<file path="src/rtl/ram_arbiter.sv">
// Two-port round-robin arbiter in front of a single-port synchronous-read RAM.
// One access per grant: write = IDLE->ACCESS, read = IDLE->ACCESS->RESP.
module ram_arbiter #(
    parameter int unsigned RAM_SIZE = 2,
    parameter int unsigned DATA_W   = 16
) (
    input  logic                clk,
    input  logic                rst,
    input  logic                m0_req,
    input  logic                m0_we,
    input  logic [RAM_SIZE-1:0] m0_addr,
    input  logic [DATA_W-1:0]   m0_wdata,
    output logic                m0_gnt,
    output logic                m0_rvalid,
    output logic [DATA_W-1:0]   m0_rdata,
    input  logic                m1_req,
    input  logic                m1_we,
    input  logic [RAM_SIZE-1:0] m1_addr,
    input  logic [DATA_W-1:0]   m1_wdata,
    output logic                m1_gnt,
    output logic                m1_rvalid,
    output logic [DATA_W-1:0]   m1_rdata,
    output logic                ram_we,
    output logic [RAM_SIZE-1:0] ram_addr,
    output logic [DATA_W-1:0]   ram_wdata,
    input  logic [DATA_W-1:0]   ram_rdata,
    output logic                busy
);

    typedef enum logic [1:0] {
        IDLE   = 2'd0,
        ACCESS = 2'd1,
        RESP   = 2'd2
    } state_t;

    state_t state_q, state_d;

    logic owner_q, owner_d;
    logic last_grant_q, last_grant_d;
    logic we_q, we_d;
    logic sel;

    // Registered copies of outputs, loaded from next-state decode
    logic                gnt0_q, gnt0_d, gnt1_q, gnt1_d;
    logic                rvalid0_q, rvalid0_d, rvalid1_q, rvalid1_d;
    logic                ram_we_q, ram_we_d;
    logic [RAM_SIZE-1:0] ram_addr_q, ram_addr_d;
    logic [DATA_W-1:0]   ram_wdata_q, ram_wdata_d;
    logic                busy_q, busy_d;
    logic [DATA_W-1:0]   rdata0_q, rdata0_d, rdata1_q, rdata1_d;

    // State, arbitration bookkeeping and registered outputs
    always_ff @(posedge clk) begin
        if (!rst) begin
            state_q      <= IDLE;
            owner_q      <= 1'b0;
            last_grant_q <= 1'b1;
            we_q         <= 1'b0;
            gnt0_q       <= 1'b0;
            gnt1_q       <= 1'b0;
            rvalid0_q    <= 1'b0;
            rvalid1_q    <= 1'b0;
            ram_we_q     <= 1'b0;
            ram_addr_q   <= '0;
            ram_wdata_q  <= '0;
            busy_q       <= 1'b0;
            rdata0_q     <= '0;
            rdata1_q     <= '0;
        end else begin
            state_q      <= state_d;
            owner_q      <= owner_d;
            last_grant_q <= last_grant_d;
            we_q         <= we_d;
            gnt0_q       <= gnt0_d;
            gnt1_q       <= gnt1_d;
            rvalid0_q    <= rvalid0_d;
            rvalid1_q    <= rvalid1_d;
            ram_we_q     <= ram_we_d;
            ram_addr_q   <= ram_addr_d;
            ram_wdata_q  <= ram_wdata_d;
            busy_q       <= busy_d;
            rdata0_q     <= rdata0_d;
            rdata1_q     <= rdata1_d;
        end
    end

    // Next state, arbitration, and next values of the registered outputs
    always_comb begin
        state_d      = state_q;
        owner_d      = owner_q;
        last_grant_d = last_grant_q;
        we_d         = we_q;
        sel          = 1'b0;
        gnt0_d       = 1'b0;
        gnt1_d       = 1'b0;
        rvalid0_d    = 1'b0;
        rvalid1_d    = 1'b0;
        ram_we_d     = 1'b0;
        ram_addr_d   = '0;
        ram_wdata_d  = '0;
        rdata0_d     = rdata0_q;
        rdata1_d     = rdata1_q;

        case (state_q)
            IDLE: begin
                if (m0_req || m1_req) begin
                    // On a tie the port that was not granted last wins
                    sel         = (m0_req && m1_req) ? ~last_grant_q : m1_req;
                    owner_d     = sel;
                    we_d        = sel ? m1_we : m0_we;
                    ram_we_d    = sel ? m1_we : m0_we;
                    ram_addr_d  = sel ? m1_addr : m0_addr;
                    ram_wdata_d = sel ? m1_wdata : m0_wdata;
                    gnt0_d      = ~sel;
                    gnt1_d      = sel;
                    state_d     = ACCESS;
                end
            end
            ACCESS: begin
                last_grant_d = owner_q;
                if (we_q) begin
                    state_d = IDLE;
                end else begin
                    rvalid0_d = ~owner_q;
                    rvalid1_d = owner_q;
                    state_d   = RESP;
                end
            end
            RESP: begin
                if (owner_q) rdata1_d = ram_rdata;
                else         rdata0_d = ram_rdata;
                state_d = IDLE;
            end
            default: begin
                state_d = IDLE;
            end
        endcase

        busy_d = (state_d != IDLE);
    end

    assign m0_gnt    = gnt0_q;
    assign m1_gnt    = gnt1_q;
    assign m0_rvalid = rvalid0_q;
    assign m1_rvalid = rvalid1_q;
    assign ram_we    = ram_we_q;
    assign ram_addr  = ram_addr_q;
    assign ram_wdata = ram_wdata_q;
    assign busy      = busy_q;

    // RAM data arrives in the RESP cycle itself, so the owner sees it passed through
    assign m0_rdata = rvalid0_q ? ram_rdata : rdata0_q;
    assign m1_rdata = rvalid1_q ? ram_rdata : rdata1_q;

endmodule

</file>
<file path="config.mk">
export PLATFORM = sky130hd
export DESIGN_NAME = ram_arbiter
export DESIGN_NICKNAME = d
export VERILOG_FILES = /design/src/rtl/ram_arbiter.sv
export SDC_FILE = /design/constraint.sdc
export NUM_CORES = 1
export LEC_CHECK = 0
export BUFFER_PORTS_ARGS = -buffer_cell sky130_fd_sc_hd__buf_2
export CAP_MARGIN = 25
export CORE_ASPECT_RATIO = 0.7
export CORE_MARGIN = 3
export CORE_UTILIZATION = 30
export CTS_CLUSTER_DIAMETER = 80
export DETAILED_ROUTE_END_ITERATION = 16
export SLEW_MARGIN = 20
export SYNTH_ARGS = -nofsm -noshare
export SYNTH_HDL_FRONTEND = slang
export SYNTH_SLANG_ARGS = --single-unit
</file>
<file path="constraint.sdc">
create_clock -name clk -period 3.5 [get_ports clk]
set_input_delay 0.525 -clock clk [delete_from_list [all_inputs] [get_ports clk]]
set_output_delay 0.525 -clock clk [all_outputs]
set_load 0.005 [all_outputs]
</file>
==> results of run 1 <==
-- worst min path at each step --
stage              endpoint  cells after the start
2_1_floorplan   rdata0_q[0]                      2
3_3_place_gp    rdata0_q[5]                      2
3_5_place_dp    rdata0_q[1]                      2
4_1_cts        ram_wdata[6]                      2
5_1_grt        ram_wdata[9]                      2
6_report       ram_wdata[6]                      2
-- cells in the mapped netlist --
cell type	n	area (sq um)
mux2_2	32	360.4
inv_2	1	3.750
a21boi_1	12	90.09
mux2i_1	1	10.01
a22o_1	19	166.4
or3b_1	1	8.760
a21boi_0	20	150.1
nor2b_1	1	6.260
and3_1	2	12.51
or3b_4	1	11.26
o311a_1	1	10.01
nor3b_4	1	18.77
nor3b_2	1	12.51
or2b_1	1	7.510
buf_6	1	11.26
and2_1	1	6.260
a221o_1	1	10.01
buf_2	9	45.04
nand2b_1	3	18.77
o311ai_0	1	8.760
clkbuf_1	5	18.77
dfxtp_1	61	1221
buf_4	4	30.03
nand3b_1	1	7.510
and3b_2	1	10.01
nor2_1	2	7.510
nand2_1	66	247.7
-- layout make-up --
class | instances | area (sq um) | share of cell area, %
Clock inverter | 5 | 50.05 | 1.476
Sequential cell | 61 | 1221 | 36.01
Inverter | 1 | 3.754 | 0.1107
Tap cell | 101 | 126.4 | 3.727
Clock buffer | 11 | 242.7 | 7.159
Multi-Input combinational cell | 169 | 1181 | 34.83
Timing Repair Buffer | 113 | 565.5 | 16.68
-- power groups by stage --
stage	clock network [mW]	registers, mW	logic (mW)
4_1_cts	0.883	0.751	0.168
3_5_place_dp	0	0.765	0.167
2_1_floorplan	0	0.758	0.0908
6_report	0.857	0.750	0.164
5_1_grt	0.914	0.755	0.184
3_3_place_gp	0	0.765	0.164
-- worst max-delay path, cell delays in order (launching register included) --
cell	delay [ns]
dfxtp_1	0.87
mux2_2	0.41
buf_2	0.13
-- metal layers --
metal / vias up / track usage, %
li1: 1070 / -
met1: 966 / 17.18
met2: 69 / 19.34
met3: 7 / 5.390
met4: 0 / 5.275
met5: - / 0
-- logic make-up after synthesis --
group	Yosys count	synth area share, %
buf+inv	20	4.335
flops	61	48.63
mux	33	14.75
simple gates	82	14.95
compound gates	54	17.34
-- cell usage in the layout, fill, tap and decap left out --
cell / instances
nor2_1: 2
nor3b_4: 1
dfxtp_1: 61
nand2_1: 66
clkinv_2: 4
a21boi_1: 12
and3_1: 2
inv_2: 1
nor3b_2: 1
clkbuf_8: 1
nand2b_1: 3
nor2b_1: 1
and3b_2: 1
nand3b_1: 1
clkbuf_1: 1
a21boi_0: 20
a221o_1: 1
o311ai_0: 1
mux2_2: 32
or3b_4: 1
o311a_1: 1
a22o_1: 19
and2_1: 1
mux2i_1: 1
or2b_1: 1
buf_2: 113
bufinv_16: 1
clkbuf_16: 9
or3b_1: 1
-- sequential cells by signal, indices dropped and copies added, names as in the netlist, 2 cells and up --
name / count
ram_addr: 2
ram_wdata: 16
state_q: 2
rdata0_q: 16
rdata1_q: 16
==> results.md, run 1 <==
* Total Routed Length at 6.178 mm
* Net switching fraction of the power at a little over a fifth
* Std cell rows at 27
* Worst R2R Path Depth at 3
* Clock net sink count at 61
* All-layer global routing usage at 13.17%
* Worst IR drop on VDD at between 200 and 250 uV
* Share of layout cells above drive strength 1 at between 40% and 50%
* Number of instances in the synthesized netlist at 250
* Nets in the synthesized netlist at a little over 300
* Signed area change from the synthesized netlist to the final layout at 35.03%
* Total CTS buffers at 9
* Share of the clock period used by the worst path at between 60% and 70%
* Core Region at 8006 sq um
* Worst max-slew margin expressed relative to the limit at 43.75%
* Net switching power of the design at 0.3863 mW
* Final net count at 413
* Gr ovfl total at 0
* Drc violations at 0
* Setup tns final at 0 ns
* Outcome: completed
* Post-cts repair resize count at 0
* Pre-CTS WS at 1.217 ns
* Clock tree from TritonCTS: built
* Highest fanout seen on the critical path at 17
* Critical path start-end classification: reg2out
* Launch point of the worst reg-to-reg path: state_q[0]
* Initial core utilization at 31.36%
* Post-layout power at 1.772 mW
* Power share of the sequential group at 42.4%
* Average cell area after synthesis at 10.04 sq um
* Sum of net half-perimeters after detailed placement at 4.403 mm
* Die height at 82.55 microns
* Number of antenna repair diodes at 0
* Hold Fails Final Rpt at 0
* Die area at 9522 sq um
* Cell chosen for the clock root: clkbuf_16
* Timing-limited maximum frequency at 441.8 MHz
* Fin crit period at 2.264 ns
* Wire length of the first global-routing pass at 9.535 mm
* Part of the power in the clock network at 48.4%
* Reg-to-reg slack, setup at 1.88 ns
* Filler-free cell count of the finished design at 461
* Clock latency of the later-clocked register in the worst-skew pair at 0.32 ns
* Drt pass-1 iters at 4
* Detail Route met3 WL at 461 microns
* Crit path required time at 2.97 ns
* Post-route design area at 3391 sq um
* Horizontal die dimension at 115.4 microns
* Launch instance of the worst min-delay path: m1_wdata[6]
* Met2 wire length at around 2.7 mm
* Final hold slack at 0.4075 ns
* Number of fill cells in the layout at slightly above 800
* Highest metal layer with signal wires: met4
* Number of cells in the design after placement at 445
* Final setup violating endpoints at 0
* Final core area utilization at between 40% and 50%
* Proportion of synthesized chip area in sequential cells at about 49%
* Worst setup path endpoint: m0_rdata[11]
* Initial antenna violation count at 0
* Maximum number of pins on one net before global-route repair at 38
* Number of H-tree levels at 3
* Power density normalized to cell area at 522.5 nW/um^2
* Worst Tran Pin Value at 0.8426 ns
* Worst Skew at 0.006593 ns
* Min setup slack post-route at 1.236 ns
* Data arrival time of the critical path at 1.74 ns
* # hold bufs at CTS at 0
* Reg-to-reg endpoint: we_q
* 1st-iter DRT viols at slightly above 60
* Max-capacitance violation count at 0
* Max Buffers Root-to-Sink at 2
* Flip-flop and latch count after synthesis at 61
* Port Buffer Count at 113
* WL met1 at 2.922 mm
* Crit path from: m0_rvalid
* Placer's final routability congestion estimate at approximately 0.75
* Post-route antenna net violation count at 0
* Setup repair after global routing missed its margin: false
* Reported leakage power at 1.596 nW
* Total count of max-transition violations in the final report at 0
* Post-CTS Setup Inserts at 0
* Clock-pin slew of the registers on the worst-case setup and hold paths at 0.05 ns
* Count of warnings emitted by yosys at 0
* Crit. End Element: output port
* Total vias in the final route at 2112
* Path class of the lowest-slack min-delay path: in2reg
* Routed WL per cell at 13.40 microns
* Internal portion of total power at 1.385 mW
* CP startpoint kind: flip-flop
* Cell area after placement at 3098 sq um
* Post-synthesis instance area at roughly 2500 sq um
* I/O pins at 114
* Via-per-instance ratio at 4.581
* Logic gate share of total power at about a tenth
* Number of distinct standard cells referenced by the synthesized netlist at 27
* Number of global-route vias before repair at ~2000
No activity file was read; power rests on OpenSTA's default activity.
==> inputs of run 2 (changes only) <==
Clock period 3.5 ns to 1.8 ns, I/O delays scaled along.
==> run 2 against run 1 <==
Worst setup slack worse by 1.1 ns. Clock-buffer cell count did not move. Sequential share of layout area fell by 0.52 points. Hold slack worse by 0.25 ns. Sequential power increased by 93%. Clock skew up 0.0018 ns. Largest cell class unchanged.
==> results.md, run 2 (synthesized netlist as in run 1, its figures left out) <==
* Outcome: completed (unchanged)
* Cell chosen for the clock root: clkbuf_16 (unchanged)
* Post-route design area at 3441 sq um (was 3391 sq um)
* Power density normalized to cell area at 962.9 nW/um^2 (was 522.5 nW/um^2)
* Total vias in the final route at 2142 (was 2112)
* Routed WL per cell at 13.19 microns (was 13.40 microns)
* Final setup violating endpoints at 0 (unchanged)
* Setup repair after global routing missed its margin: false (unchanged)
* Clock tree from TritonCTS: built (unchanged)
* Timing-limited maximum frequency at about 600 MHz
* Clock latency of the later-clocked register in the worst-skew pair at 0.32 ns (about the same)
* Drt pass-1 iters at 4 (unchanged)
* Worst R2R Path Depth at 3 (unchanged)
* Highest fanout seen on the critical path at 17 (unchanged)
* Top library cells by usage in the layout, fill and taps aside: 113 x buf_2, 66 x nand2_1, 61 x dfxtp_1 (unchanged)
* Placer's final routability congestion estimate at 0.7579 (was 0.7457)
* Fin crit period at 1.651 ns
* Reported leakage power at 1.626 nW (was 1.596 nW)
* Port Buffer Count at 113 (unchanged)
* Worst IR drop on VDD at 449.9 uV (was 237.0 uV)
* # hold bufs at CTS at 0 (unchanged)
* Hold Fails Final Rpt at 0 (unchanged)
* Hold Crit Endpoint: ram_wdata[6] (unchanged)
* Data arrival time of the critical path at 1.38 ns (was 1.74 ns)
* Share of the clock period used by the worst path at 91.70%
* Commonest non-fill, non-tap cell in the layout: buf_2 (unchanged)
* Die area at 9522 sq um (unchanged)
* CP startpoint kind: flip-flop (unchanged)
* Clock-pin slew of the registers on the worst-case setup and hold paths at 0.05 ns (about the same)
* Core Region at 8006 sq um (unchanged)
* Number of H-tree levels at 3 (unchanged)
* Launch instance of the worst min-delay path: m1_wdata[6] (unchanged)
* Horizontal die dimension at 115.4 microns (unchanged)
* Crit. End Element: output port (unchanged)
* Signed area change from the synthesized netlist to the final layout at 37.02% (was 35.03%)
* Total Routed Length at 6.197 mm (was 6.178 mm)
* I/O pins at 114 (unchanged)
* Final net count at 423 (was 413)
* Worst Tran Pin Value at 0.5754 ns (was 0.8426 ns)
* Die height at 82.55 microns (unchanged)
* Launch point of the worst reg-to-reg path: state_q[1] (was state_q[0])
* Cell area after placement at 3173 sq um (was 3098 sq um)
* Pre-CTS WS at 0.3306 ns (was 1.217 ns)
* Number of antenna repair diodes at 0 (unchanged)
* Post-cts repair resize count at 0 (unchanged)
* Clock net sink count at 61 (unchanged)
* Reg-to-reg slack, setup at 0.34 ns (was 1.88 ns)
* 1st-iter DRT viols at 82 (was 62)
* Initial antenna violation count at 0 (unchanged)
* Worst max-slew margin expressed relative to the limit at 61.64% (was 43.75%)
* Std cell rows at 27 (unchanged)
* Total count of max-transition violations in the final report at 0 (unchanged)
* Hold Path Cell Cnt at 2 (unchanged)
* Initial core utilization at 31.36% (unchanged)
* Post-layout power at 3.313 mW (was 1.772 mW)
* Via-per-instance ratio at 4.557 (was 4.581)
* Drc violations at 0 (unchanged)
* Reg-to-reg endpoint: rdata0_q[10] (was we_q)
* Crit path from: m1_rvalid (was m0_rvalid)
* Share of layout cells above drive strength 1 at 47.15% (was 45.83%)
* Maximum number of pins on one net before global-route repair at 28 (was 38)
* Gr ovfl total at 0 (unchanged)
* Max-capacitance violation count at 0 (unchanged)
* Sum of net half-perimeters after detailed placement at 4.660 mm (was 4.403 mm)
* Post-route antenna net violation count at 0 (unchanged)
* Master of the slowest instance on the critical path: mux2_2 (was dfxtp_1)
* Critical path start-end classification: reg2out (unchanged)
* Max Buffers Root-to-Sink at 2 (unchanged)
* Chain of cells forming the critical path: buf_4, mux2_2, buf_2 (was mux2_2, buf_2)
* Delay of the slowest critical-path stage at 0.38 ns (was 0.87 ns)
* Crit path required time at 1.53 ns (was 2.97 ns)
* Min setup slack post-route at 0.1494 ns (was 1.236 ns)
* Path class of the lowest-slack min-delay path: in2reg (unchanged)
* Post-CTS Setup Inserts at 0 (unchanged)
* Number of global-route vias before repair at 1984 (was 1974)
* Worst Skew at 0.008415 ns (was 0.006593 ns)
* Setup tns final at 0 ns (unchanged)
* Total CTS buffers at 9 (unchanged)
* All-layer global routing usage at 13.31% (was 13.17%)
* Wire length of the first global-routing pass at 9.715 mm (was 9.535 mm)
## run 2: cell count changes in the layout (fill, tap and decap cells not counted), sizes merged
| cell | delta |
|---|---|
| buf | +10 |
| clkinvlp | +2 |
| bufinv | -1 |
| clkinv | -2 |
## run 2: through the flow
stage          cells  hold slack (ns)  util, %
2_1_floorplan    250           0.3955        -
3_3_place_gp     455           0.4385    39.63
3_5_place_dp     455           0.4455    39.63
4_1_cts          470           0.1461    42.98
5_1_grt          470           0.1477    42.98
6_report         470           0.1613    42.98
## run 2: worst max-delay path by stage
stage                   end  slack, ns  cells after the start
2_1_floorplan  m0_rdata[10]       0.35                      3
3_3_place_gp    rdata0_q[8]       0.37                      3
3_5_place_dp   rdata0_q[11]       0.33                      3
4_1_cts        m1_rdata[12]       0.12                      3
5_1_grt        m1_rdata[12]       0.07                      3
6_report       m1_rdata[12]       0.15                      3
## run 2: report_power, final
| group | switching, mW | leakage, nW | internal, mW |
|---|---|---|---|
| Combinational | 0.157 | 1.00 | 0.193 |
| Clock | 0.561 | 0.127 | 0.954 |
| Sequential | 0.0306 | 0.497 | 1.42 |
## run 2: routing by layer
layer	global-route usage, %	vias up	wire length [microns]
met3	6.264	4	507
li1	-	1087	-
met5	0	-	0
met2	19.52	77	2687
met1	17.55	974	2964
met4	3.634	0	37
## run 2: critical path: cells and delay by family (launching register included)
family	cells	cell delay (ns)
multiplexers	1	0.38
flip-flops	1	0.30
buffers and inverters	2	0.39
## run 2: cell type report
| cell class | count | area, sq um |
|---|---|---|
| clock buffer | 11 | 242.7 |
| clock inverter | 4 | 25.02 |
| fill | 788 | 4566 |
| inverter | 1 | 3.754 |
| multi-input combinational | 169 | 1181 |
| sequential | 61 | 1221 |
| tap | 101 | 126.4 |
| timing repair buffer | 123 | 640.6 |
==> inputs of run 3 (changes only) <==
Clock period 1.8 ns to 1.4 ns, I/O delays scaled along.
==> run 3 against run 2 <==
The run now ends with setup timing left. Core utilization is 6.1 points higher. Register-to-register slack worse by 0.22 ns. Non-clock buffer count grew 5. Largest cell class is now multi-input combinational cells.
==> results.md, run 3 (synthesized netlist as in run 1, its figures left out) <==
* Outcome: complete, but fails checks (was completed)
* Failing checks: setup timing
* Worst max-slew margin expressed relative to the limit at 78.71% (was 61.64%)
* Crit. End Element: output port (unchanged)
* Top library cells by usage in the layout, fill and taps aside: 81 x buf_2, 66 x nand2_1, 57 x dfxtp_1 (was 113 x buf_2, 66 x nand2_1, 61 x dfxtp_1)
* Die height at 82.55 microns (unchanged)
* Clock-pin slew of the registers on the worst-case setup and hold paths at 0.05 ns (about the same)
* Share of the clock period used by the worst path at 108.7%
* Worst R2R Path Depth at 4 (was 3)
* Commonest non-fill, non-tap cell in the layout: buf_2 (unchanged)
* Hold Fails Final Rpt at 0 (unchanged)
* Gr ovfl total at 0 (unchanged)
* Hold Path Cell Cnt at 2 (unchanged)
* Total count of max-transition violations in the final report at 0 (unchanged)
* Critical path start-end classification: reg2out (unchanged)
* Final hold slack at 0.09814 ns (was 0.1613 ns)
* Max Buffers Root-to-Sink at 2 (unchanged)
* Std cell rows at 27 (unchanged)
* Total CTS buffers at 9 (unchanged)
* Clock net sink count at 61 (unchanged)
* Drc violations at 0 (unchanged)
* Post-CTS Setup Inserts at 0 (unchanged)
* Initial core utilization at 31.36% (unchanged)
* Total vias in the final route at 2203 (was 2142)
* Setup repair after global routing missed its margin: true (was false)
* All-layer global routing usage at 13.27% (was 13.31%)
* CP startpoint kind: flip-flop (unchanged)
* Final core area utilization at 49.12% (was 42.98%)
* Number of global-route vias before repair at 2034 (was 1984)
* Share of layout cells above drive strength 1 at 49.07% (was 47.15%)
* Clock latency of the later-clocked register in the worst-skew pair at 0.32 ns (about the same)
* Cell chosen for the clock root: clkbuf_16 (unchanged)
* Signed area change from the synthesized netlist to the final layout at 56.60% (was 37.02%)
* Maximum number of pins on one net before global-route repair at 33 (was 28)
* Power density normalized to cell area at 1129 nW/um^2 (was 962.9 nW/um^2)
* Number of H-tree levels at 3 (unchanged)
* Fin crit period at 1.522 ns
* Data arrival time of the critical path at 1.31 ns (was 1.38 ns)
* Clock tree from TritonCTS: built (unchanged)
* Sum of net half-perimeters after detailed placement at 4.496 mm (was 4.660 mm)
* Post-route antenna net violation count at 0 (unchanged)
* Highest fanout seen on the critical path at 8 (was 17)
* Port Buffer Count at 113 (unchanged)
* Horizontal die dimension at 115.4 microns (unchanged)
* Min setup slack post-route at -0.1217 ns (was 0.1494 ns)
* Via-per-instance ratio at 4.628 (was 4.557)
* I/O pins at 114 (unchanged)
* Path class of the lowest-slack min-delay path: in2reg (unchanged)
* Setup tns final at -3.235 ns (was 0 ns)
* Routed WL per cell at 14.18 microns (was 13.19 microns)
* Number of antenna repair diodes at 0 (unchanged)
* Final setup violating endpoints at 32 (was 0)
* Crit path required time at 1.19 ns (was 1.53 ns)
* Wire length of the first global-routing pass at 9.749 mm (was 9.715 mm)
* Worst Tran Pin Value at 0.3154 ns (was 0.5754 ns)
* Drt pass-1 iters at 5 (was 4)
* Final net count at 428 (was 423)
* Initial antenna violation count at 0 (unchanged)
* 1st-iter DRT viols at 56 (was 82)
* Total Routed Length at 6.748 mm (was 6.197 mm)
* Max-capacitance violation count at 0 (unchanged)
* Placer's final routability congestion estimate at 0.6905 (was 0.7579)
* Core Region at 8006 sq um (unchanged)
* Worst Skew at 0.005511 ns (was 0.008415 ns)
* Timing-limited maximum frequency at around 660 MHz
* Worst IR drop on VDD at 576.6 uV (was 449.9 uV)
* Die area at 9522 sq um (unchanged)
* Reported leakage power at 1.743 nW (was 1.626 nW)
-- run 3: final timing paths --
kind                     from  slack [ns]            to
setup / recovery    m0_rvalid       -0.12   m0_rdata[1]
hold / removal    m1_wdata[6]         0.1  ram_wdata[6]
setup reg to reg      owner_q        0.12   rdata0_q[9]
hold reg to reg   rdata0_q[5]        0.45   rdata0_q[5]
-- run 3: metrics by stage --
step	worst slack (ns)	instances	area (sq um)	power [mW]
after CTS	-0.1483	473	3710	4.447
after global routing	-0.1577	476	3933	4.629
after floorplan	0.009506	250	2511	2.122
after detailed placement	0.1179	456	3218	2.367
after global placement	0.1669	456	3218	2.361
final	-0.1217	476	3933	4.440
-- run 3: report_power, final --
| group | internal, mW | switching [mW] |
|---|---|---|
| clock | 1.24 | 0.755 |
| combinational | 0.348 | 0.229 |
| sequential | 1.82 | 0.0442 |
| total | 3.41 | 1.03 |
-- run 3: final cells by class --
cell class | count | area, sq um
Fill cell | 736 | 4074
Multi-Input combinational cell | 169 | 1304
Sequential cell | 61 | 1231
Timing Repair Buffer | 128 | 988.4
Clock buffer | 11 | 242.7
Tap cell | 101 | 126.4
Clock inverter | 5 | 36.28
Inverter | 1 | 3.754
-- run 3: critical path, cell delays in order (launching register included) --
cell and delay [ns]:
dfxtp_4 0.39, clkbuf_16 0.18, mux2_4 0.31, buf_6 0.12
-- run 3: what timing repair did --
action | in CTS | in global routing
pin swaps | 0 | 1
setup endpoints to repair | 32 | 39
gates resized for setup | 40 | 32
hold buffers | 0 | 0
cloned | 1 | 3
-- run 3: metal layers --
layer,share of wire (%),GRT usage (%),vias to the layer above
li1,-,-,1104
met1,49,17.73,1022
met2,44,19.86,73
met3,7.1,5.827,4
met4,0.59,2.814,0
met5,0,0,-
